--- src/rtl/hdr_writer_pkg.sv ---
// Shared types and constants for the header write-back path, plus the bus-width
// macros used by every file of this block.
`ifndef HDR_WRITER_DEFS
`define HDR_WRITER_DEFS
`define BYTE_BUS 7:0
`define DATA_BUS 31:0
`define HDR_MAX_LEN 64
`define TRUE 1'b1
`define FALSE 1'b0
`endif

package hdr_writer_pkg;

  typedef enum logic [1:0] {
    IDLE  = 2'd0,
    WRITE = 2'd1,
    DONE  = 2'd2
  } hdr_wr_state_t;

  localparam int HDR_WORD_BYTES = 4;

  // Number of 32-bit words needed to hold len bytes (ceil(len/4)).
  function automatic logic [6:0] word_count(input logic [6:0] len);
    logic [7:0] sum;
    sum = {1'b0, len} + 8'd3;
    return 7'(sum[7:2]);
  endfunction

endpackage

--- src/rtl/hdr_word_pack.sv ---
// Packs header bytes 4k..4k+3 into one big-endian word; lanes at or beyond the
// valid length are disabled and forced to zero.
module hdr_word_pack
  import hdr_writer_pkg::*;
#(
  parameter int HDR_LEN = `HDR_MAX_LEN
) (
  input  logic [HDR_LEN-1:0][`BYTE_BUS] hdr,
  input  logic [6:0]                    word_idx,
  input  logic [6:0]                    len,
  output logic [`DATA_BUS]              data,
  output logic [3:0]                    sel
);

  localparam int IDX_W = (HDR_LEN > 1) ? $clog2(HDR_LEN) : 1;

  logic [8:0] byte_idx_s;

  // Lane j carries byte 4k+j in bits [31-8j -: 8]; sel bit 3 is the first byte.
  always_comb begin
    data       = 32'h0000_0000;
    sel        = 4'b0000;
    byte_idx_s = 9'd0;
    for (int j = 0; j < HDR_WORD_BYTES; j++) begin
      byte_idx_s = {word_idx, 2'b00} + 9'(j);
      if (byte_idx_s < {2'b00, len}) begin
        data[31-8*j -: 8] = hdr[byte_idx_s[IDX_W-1:0]];
        sel[3-j]          = 1'b1;
      end else begin
        data[31-8*j -: 8] = 8'h00;
        sel[3-j]          = 1'b0;
      end
    end
  end

endmodule

--- src/rtl/hdr_writer.sv ---
// Captures a processed header on start_i and writes it back to packet memory
// as consecutive big-endian 32-bit words starting at a word base address.
module hdr_writer
  import hdr_writer_pkg::*;
#(
  parameter int HDR_LEN = `HDR_MAX_LEN,
  parameter int ADDR_W  = 10
) (
  input  logic                          clk,
  input  logic                          rst,
  input  logic                          start_i,
  input  logic [HDR_LEN-1:0][`BYTE_BUS] pkt_hdr_i,
  input  logic [6:0]                    hdr_len_i,
  input  logic [ADDR_W-1:0]             base_addr_i,
  input  logic                          wr_ready_i,
  output logic                          mem_ce_o,
  output logic                          mem_we_o,
  output logic [ADDR_W-1:0]             mem_addr_o,
  output logic [3:0]                    mem_sel_o,
  output logic [`DATA_BUS]              mem_data_o,
  output logic                          busy_o,
  output logic                          done_o,
  output logic                          err_o
);

  localparam logic [6:0] HDR_LEN_C = 7'(HDR_LEN);

  hdr_wr_state_t                 state_r;
  logic [HDR_LEN-1:0][`BYTE_BUS] hdr_r;
  logic [HDR_LEN-1:0][`BYTE_BUS] pack_hdr_s;
  logic [6:0]                    len_r;
  logic [6:0]                    nwords_r;
  logic [6:0]                    k_r;
  logic [ADDR_W-1:0]             base_r;
  logic [6:0]                    len_clamp_s;
  logic [6:0]                    nwords_s;
  logic [6:0]                    pack_len_s;
  logic [6:0]                    k_next_s;
  logic [`DATA_BUS]              pack_data_s;
  logic [3:0]                    pack_sel_s;
  logic                          last_s;

  // Clamp the requested length to the header array and derive the word count.
  always_comb begin
    len_clamp_s = (hdr_len_i > HDR_LEN_C) ? HDR_LEN_C : hdr_len_i;
    nwords_s    = word_count(len_clamp_s);
  end

  // The packer looks one word ahead so the output registers load the word that
  // is presented in the next cycle; in IDLE that is word 0 of the live input.
  always_comb begin
    pack_hdr_s = hdr_r;
    pack_len_s = len_r;
    k_next_s   = k_r + 7'd1;
    if (state_r == IDLE) begin
      pack_hdr_s = pkt_hdr_i;
      pack_len_s = len_clamp_s;
      k_next_s   = 7'd0;
    end else begin
      pack_hdr_s = hdr_r;
      pack_len_s = len_r;
      k_next_s   = k_r + 7'd1;
    end
  end

  hdr_word_pack #(
    .HDR_LEN (HDR_LEN)
  ) u_pack (
    .hdr      (pack_hdr_s),
    .word_idx (k_next_s),
    .len      (pack_len_s),
    .data     (pack_data_s),
    .sel      (pack_sel_s)
  );

  assign last_s = (k_r == nwords_r - 7'd1);
  // A start that lands outside IDLE is flagged in the same cycle and dropped.
  assign err_o  = start_i && (state_r != IDLE);

  // Write-back FSM with registered memory-port and status outputs.
  always_ff @(posedge clk or posedge rst) begin
    if (rst) begin
      state_r    <= IDLE;
      hdr_r      <= '0;
      len_r      <= 7'd0;
      nwords_r   <= 7'd0;
      k_r        <= 7'd0;
      base_r     <= '0;
      mem_ce_o   <= `FALSE;
      mem_we_o   <= `FALSE;
      mem_addr_o <= '0;
      mem_sel_o  <= 4'b0000;
      mem_data_o <= 32'h0000_0000;
      busy_o     <= `FALSE;
      done_o     <= `FALSE;
    end else begin
      done_o <= `FALSE;
      case (state_r)
        IDLE: begin
          if (start_i) begin
            hdr_r    <= pkt_hdr_i;
            len_r    <= len_clamp_s;
            nwords_r <= nwords_s;
            base_r   <= base_addr_i;
            k_r      <= 7'd0;
            busy_o   <= `TRUE;
            if (nwords_s == 7'd0) begin
              state_r <= DONE;
              done_o  <= `TRUE;
            end else begin
              state_r    <= WRITE;
              mem_ce_o   <= `TRUE;
              mem_we_o   <= `TRUE;
              mem_addr_o <= base_addr_i;
              mem_data_o <= pack_data_s;
              mem_sel_o  <= pack_sel_s;
            end
          end else begin
            busy_o <= `FALSE;
          end
        end
        WRITE: begin
          if (wr_ready_i) begin
            if (last_s) begin
              state_r    <= DONE;
              done_o     <= `TRUE;
              mem_ce_o   <= `FALSE;
              mem_we_o   <= `FALSE;
              mem_addr_o <= '0;
              mem_data_o <= 32'h0000_0000;
              mem_sel_o  <= 4'b0000;
            end else begin
              k_r        <= k_next_s;
              mem_addr_o <= base_r + ADDR_W'(k_next_s);
              mem_data_o <= pack_data_s;
              mem_sel_o  <= pack_sel_s;
            end
          end
        end
        DONE: begin
          state_r <= IDLE;
          busy_o  <= `FALSE;
        end
        default: begin
          state_r  <= IDLE;
          mem_ce_o <= `FALSE;
          mem_we_o <= `FALSE;
          busy_o   <= `FALSE;
        end
      endcase
    end
  end

endmodule
--- config.mk ---
export PLATFORM = sky130hd
export DESIGN_NAME = hdr_writer
export DESIGN_NICKNAME = d
export VERILOG_FILES = /design/src/rtl/hdr_writer_pkg.sv /design/src/rtl/hdr_word_pack.sv /design/src/rtl/hdr_writer.sv
export SDC_FILE = /design/constraint.sdc
export NUM_CORES = 2
export LEC_CHECK = 0
export BUFFER_PORTS_ARGS = -buffer_cell sky130_fd_sc_hd__buf_2
export CORE_MARGIN = 2
export CORE_UTILIZATION = 55
export DETAILED_ROUTE_END_ITERATION = 8
export PLACE_DENSITY = 0.8
export SLEW_MARGIN = 25
export SYNTH_ARGS = -nofsm -noshare
export SYNTH_HDL_FRONTEND = slang
export SYNTH_SLANG_ARGS = --single-unit
--- constraint.sdc ---
create_clock -name clk -period 21.7 [get_ports clk]
set_input_delay 2.17 -clock clk [delete_from_list [all_inputs] [get_ports clk]]
set_output_delay 2.17 -clock clk [all_outputs]
set_load 0.05 [all_outputs]
==> results.json <==
{
  "cts_root_buf": "clkbuf_16",
  "finalSetupViolCount": 0,
  "initial_core_util_pct": 55.6,
  "clock-sinks": 593,
  "ys_warn_count": 0,
  "clockBufferDepth": 3,
  "numCtsBuffers": 58,
  "sequentialPowerShare_pct": 36.5,
  "core.rowCount": 82,
  "p_clk_share_pct": 19.7,
  "r2r-start": "k_r[0]",
  "rsz0062_at_grt": "no",
  "synth_fa_ha_area_share_pct": 0.746,
  "finalInstanceArea_um2": 33200,
  "yosys.area.top_type": "dfrtp_1",
  "synth.distinct_cells": 66,
  "crit_path_top_delay_cell": "buf_4",
  "ys_seq_elements": 593,
  "drive_gt1_share_pct": 23.1,
  "grt_first_pass_wirelength_mm": 137,
  "synth_edf_count": 0,
  "synth-compound-area-share_pct": 6.98,
  "ctsHoldBuffers": 0,
  "synthMuxAreaShare_pct": 10.3,
  "cp_common_cell": "buf_4",
  "drtPass1Iterations": 7,
  "whs_path_depth": 2,
  "min_to": "hdr_r[65]",
  "htreeDepth": 2,
  "grt_max_degree": 234,
  "clock_latency_ps": 640,
  "finalCritPeriodShare_pct": 24.4,
  "min_path_type": "register to register",
  "worstPathRequired_ps": 22280,
  "grt_pass1_vias": 23734,
  "area_delta_synth_final_pct": 19.2,
  "path_class": "primary input to register",
  "synthFlopType": "dfrtp_1",
  "boundaryPins": 584,
  "total_leakage_power_uw": 0.0175,
  "hpwl_mm": 63.9,
  "rr_worst_depth": 11,
  "ant_nets": 0,
  "dp.cells": 4169,
  "maxCapViolCount": 0,
  "async_flop_share_pct": 100,
  "hold_viol_final": 0,
  "final_cells": 4304,
  "coreArea_um2": 50100,
  "die-area_um2": 52400,
  "antenna_found_initial": 35,
  "syn_area_um2": 27800,
  "track_usage_pct": 34.4,
  "num-nets-final": 4110,
  "worstReg2RegEnd": "mem_data_o[21]",
  "seq_area_frac_synth_pct": 53.3,
  "worstPathCellList": "buf_2, nand2_4, buf_4, buf_4, buf_4, nand2_1, nand2_1",
  "end_kind": "register",
  "io_buffers": 583,
  "synth_top_area_share_pct": 53.3,
  "synth_nets": 3638,
  "drt_drc_violations_left": 0,
  "crit_start": "start_i",
  "cts_tree": "built",
  "intPower_uw": 3060,
  "cts_resized": 0,
  "postSynthCellCount": 3089,
  "worstPathArrival_ps": 5880,
  "synth_top_family_by_area": "simple AND/OR/NAND/NOR gates",
  "gp_congestion": 0.927,
  "ir_drop_mv": 0.0919,
  "wl_per_cell_um": 21.1,
  "powerDensity_nw_per_um2": 159,
  "synth.avg_cell_area_um2": 9.01,
  "post_dp_cell_area_um2": 31000,
  "crit_fanout": 97,
  "synthXorXnorAreaFrac_pct": 0.598,
  "dieHeight_um": 229,
  "tightest_slew_ps": 1170,
  "fmax_mhz": 189,
  "slew_viol_final": 0,
  "synth_area_leaders": "dfrtp_1 (53%), nand2_1 (22%), mux4_2 (7.0%)",
  "cp_slowest_stage_delay_ps": 850,
  "via_per_inst": 5.63,
  "layout_min_cycle_time_ps": 5300,
  "drt-total-wl_mm": 90.8,
  "swShare_pct": 42.1,
  "drt_iter0_drc": 2752,
  "critPathLaunchType": "primary input",
  "power.switching_uw": 2230,
  "outcome": "complete, no violations",
  "cts.clk_slew.worst_paths_ps": 60,
  "grt_overflow_total": 0,
  "power.share.combinational_pct": 43.9,
  "slew_headroom_pct": 21.8,
  "holdWs_ps": 468,
  "yosys.area_share.simple_pct": 24.8,
  "fin_tns_setup_ps": 0,
  "rrSetupSlack_ps": 16750,
  "die_x_um": 229,
  "postCtsSetupRepairBufs": 0,
  "skew_ps": 28.1,
  "min-delay-start": "hdr_r[65]",
  "vias": 24214
}
## logic make-up after synthesis
logic type,after synthesis
and+or+nand+nor,1783
DFF,593
AOI/OAI and AO/OA,281
buffers and inverters,221
muxes,176
xor gates and xnor gates,19
adders and majority gates,16
## area by class of cell
type | instances | area (um^2)
fill | 4033 | 16900
antenna | 25 | 62.6
multi-input combinational | 2275 | 12100
timing repair buffer | 615 | 3260
sequential | 593 | 14800
tap | 672 | 841
inverter | 18 | 80.1
clock buffer | 82 | 1640
clock inverter | 24 | 304
## through the flow
step	total power (uW)	util, %	setup WS [ps]
3_3_place_gp	4160	62.0	15860
3_5_place_dp	4220	62.0	15830
5_1_grt	5620	66.2	16090
6_report	5290	66.3	16400
2_1_floorplan	3510	-	2930
4_1_cts	5270	65.9	16480
## registers in the layout, indices dropped and copies added, names as in the netlist
signal / flops
mem_sel_o: 4
k_r: 7
state_r: 2
mem_data_o: 32
base_r: 10
done_o: 1
mem_we_o: 1
hdr_r: 512
nwords_r: 6
len_r: 7
mem_addr_o: 10
busy_o: 1
## cells in the final DEF (no fill, tap or decap), drive strengths merged, types with 3 or more instances in the layout
cell and n:
clkinv 18, nor3 12, buf 615, mux2 6, diode 25, a211oi 5, nand3b 3, nand3 15
or2 4, xor2 12, a22o 29, bufinv 6, inv 18, ha 15, mux4 86, mux2i 84
o21ai 60, o22ai 34, o41ai 18, o221ai 17, dfrtp 593, nand2b 9, o2111ai 8, or3 16
a21o 5, nor2b 5, a21oi 72, nor2 31, o211ai 3, o21a 5, o31ai 12, clkbuf 82
nand2 1667, and3 10, xnor2 7
## cells in the mapped netlist (6+ instances only)
library cell / number
o41ai_2: 8
nand3_1: 14
nor3_1: 11
o21ai_1: 6
xnor2_1: 7
nand2_1: 1667
inv_1: 15
o221ai_1: 17
mux2_2: 6
nand2b_1: 9
nor2_1: 31
a22o_1: 29
buf_4: 14
ha_1: 15
and3_1: 10
mux2i_1: 83
buf_1: 22
o31ai_1: 12
o22ai_1: 34
or3_1: 16
a21oi_1: 72
xor2_1: 12
o21ai_0: 54
mux4_2: 86
dfrtp_1: 593
o41ai_1: 10
buf_2: 24
clkbuf_1: 142
o2111ai_1: 8
## worst max path at each step
stage                            end  slack (ps)  cells past startpoint
after floorplan            base_r[0]        2930                      1
after global placement    hdr_r[209]       15860                      7
after detailed placement  hdr_r[213]       15830                      7
after CTS                 hdr_r[158]       16480                      7
after global routing      hdr_r[158]       16090                      7
final                     hdr_r[158]       16400                      7
## worst max-delay path: cells and delay by family
family	cells	cell delay, ps
and+or+nand+nor	3	990
buffers and inverters	4	2600
## power by group through the flow
stage | Combinational (uW) | Sequential, uW | Clock [uW]
finish | 2320 | 1930 | 1040
global route | 2540 | 1980 | 1100
global placement | 2230 | 1930 | 0
detailed placement | 2280 | 1940 | 0
CTS | 2300 | 1930 | 1050
floorplan | 1540 | 1970 | 0
## per-layer routing
layer / wire length, um / up-vias / global-route usage [%]
li1: - / 11061 / -
met1: 35300 / 11810 / 45.2
met2: 44000 / 1107 / 56.3
met3: 7100 / 222 / 5.84
met4: 4390 / 14 / 16.0
met5: 66 / - / 0
Power figures use the tool's default switching activity.
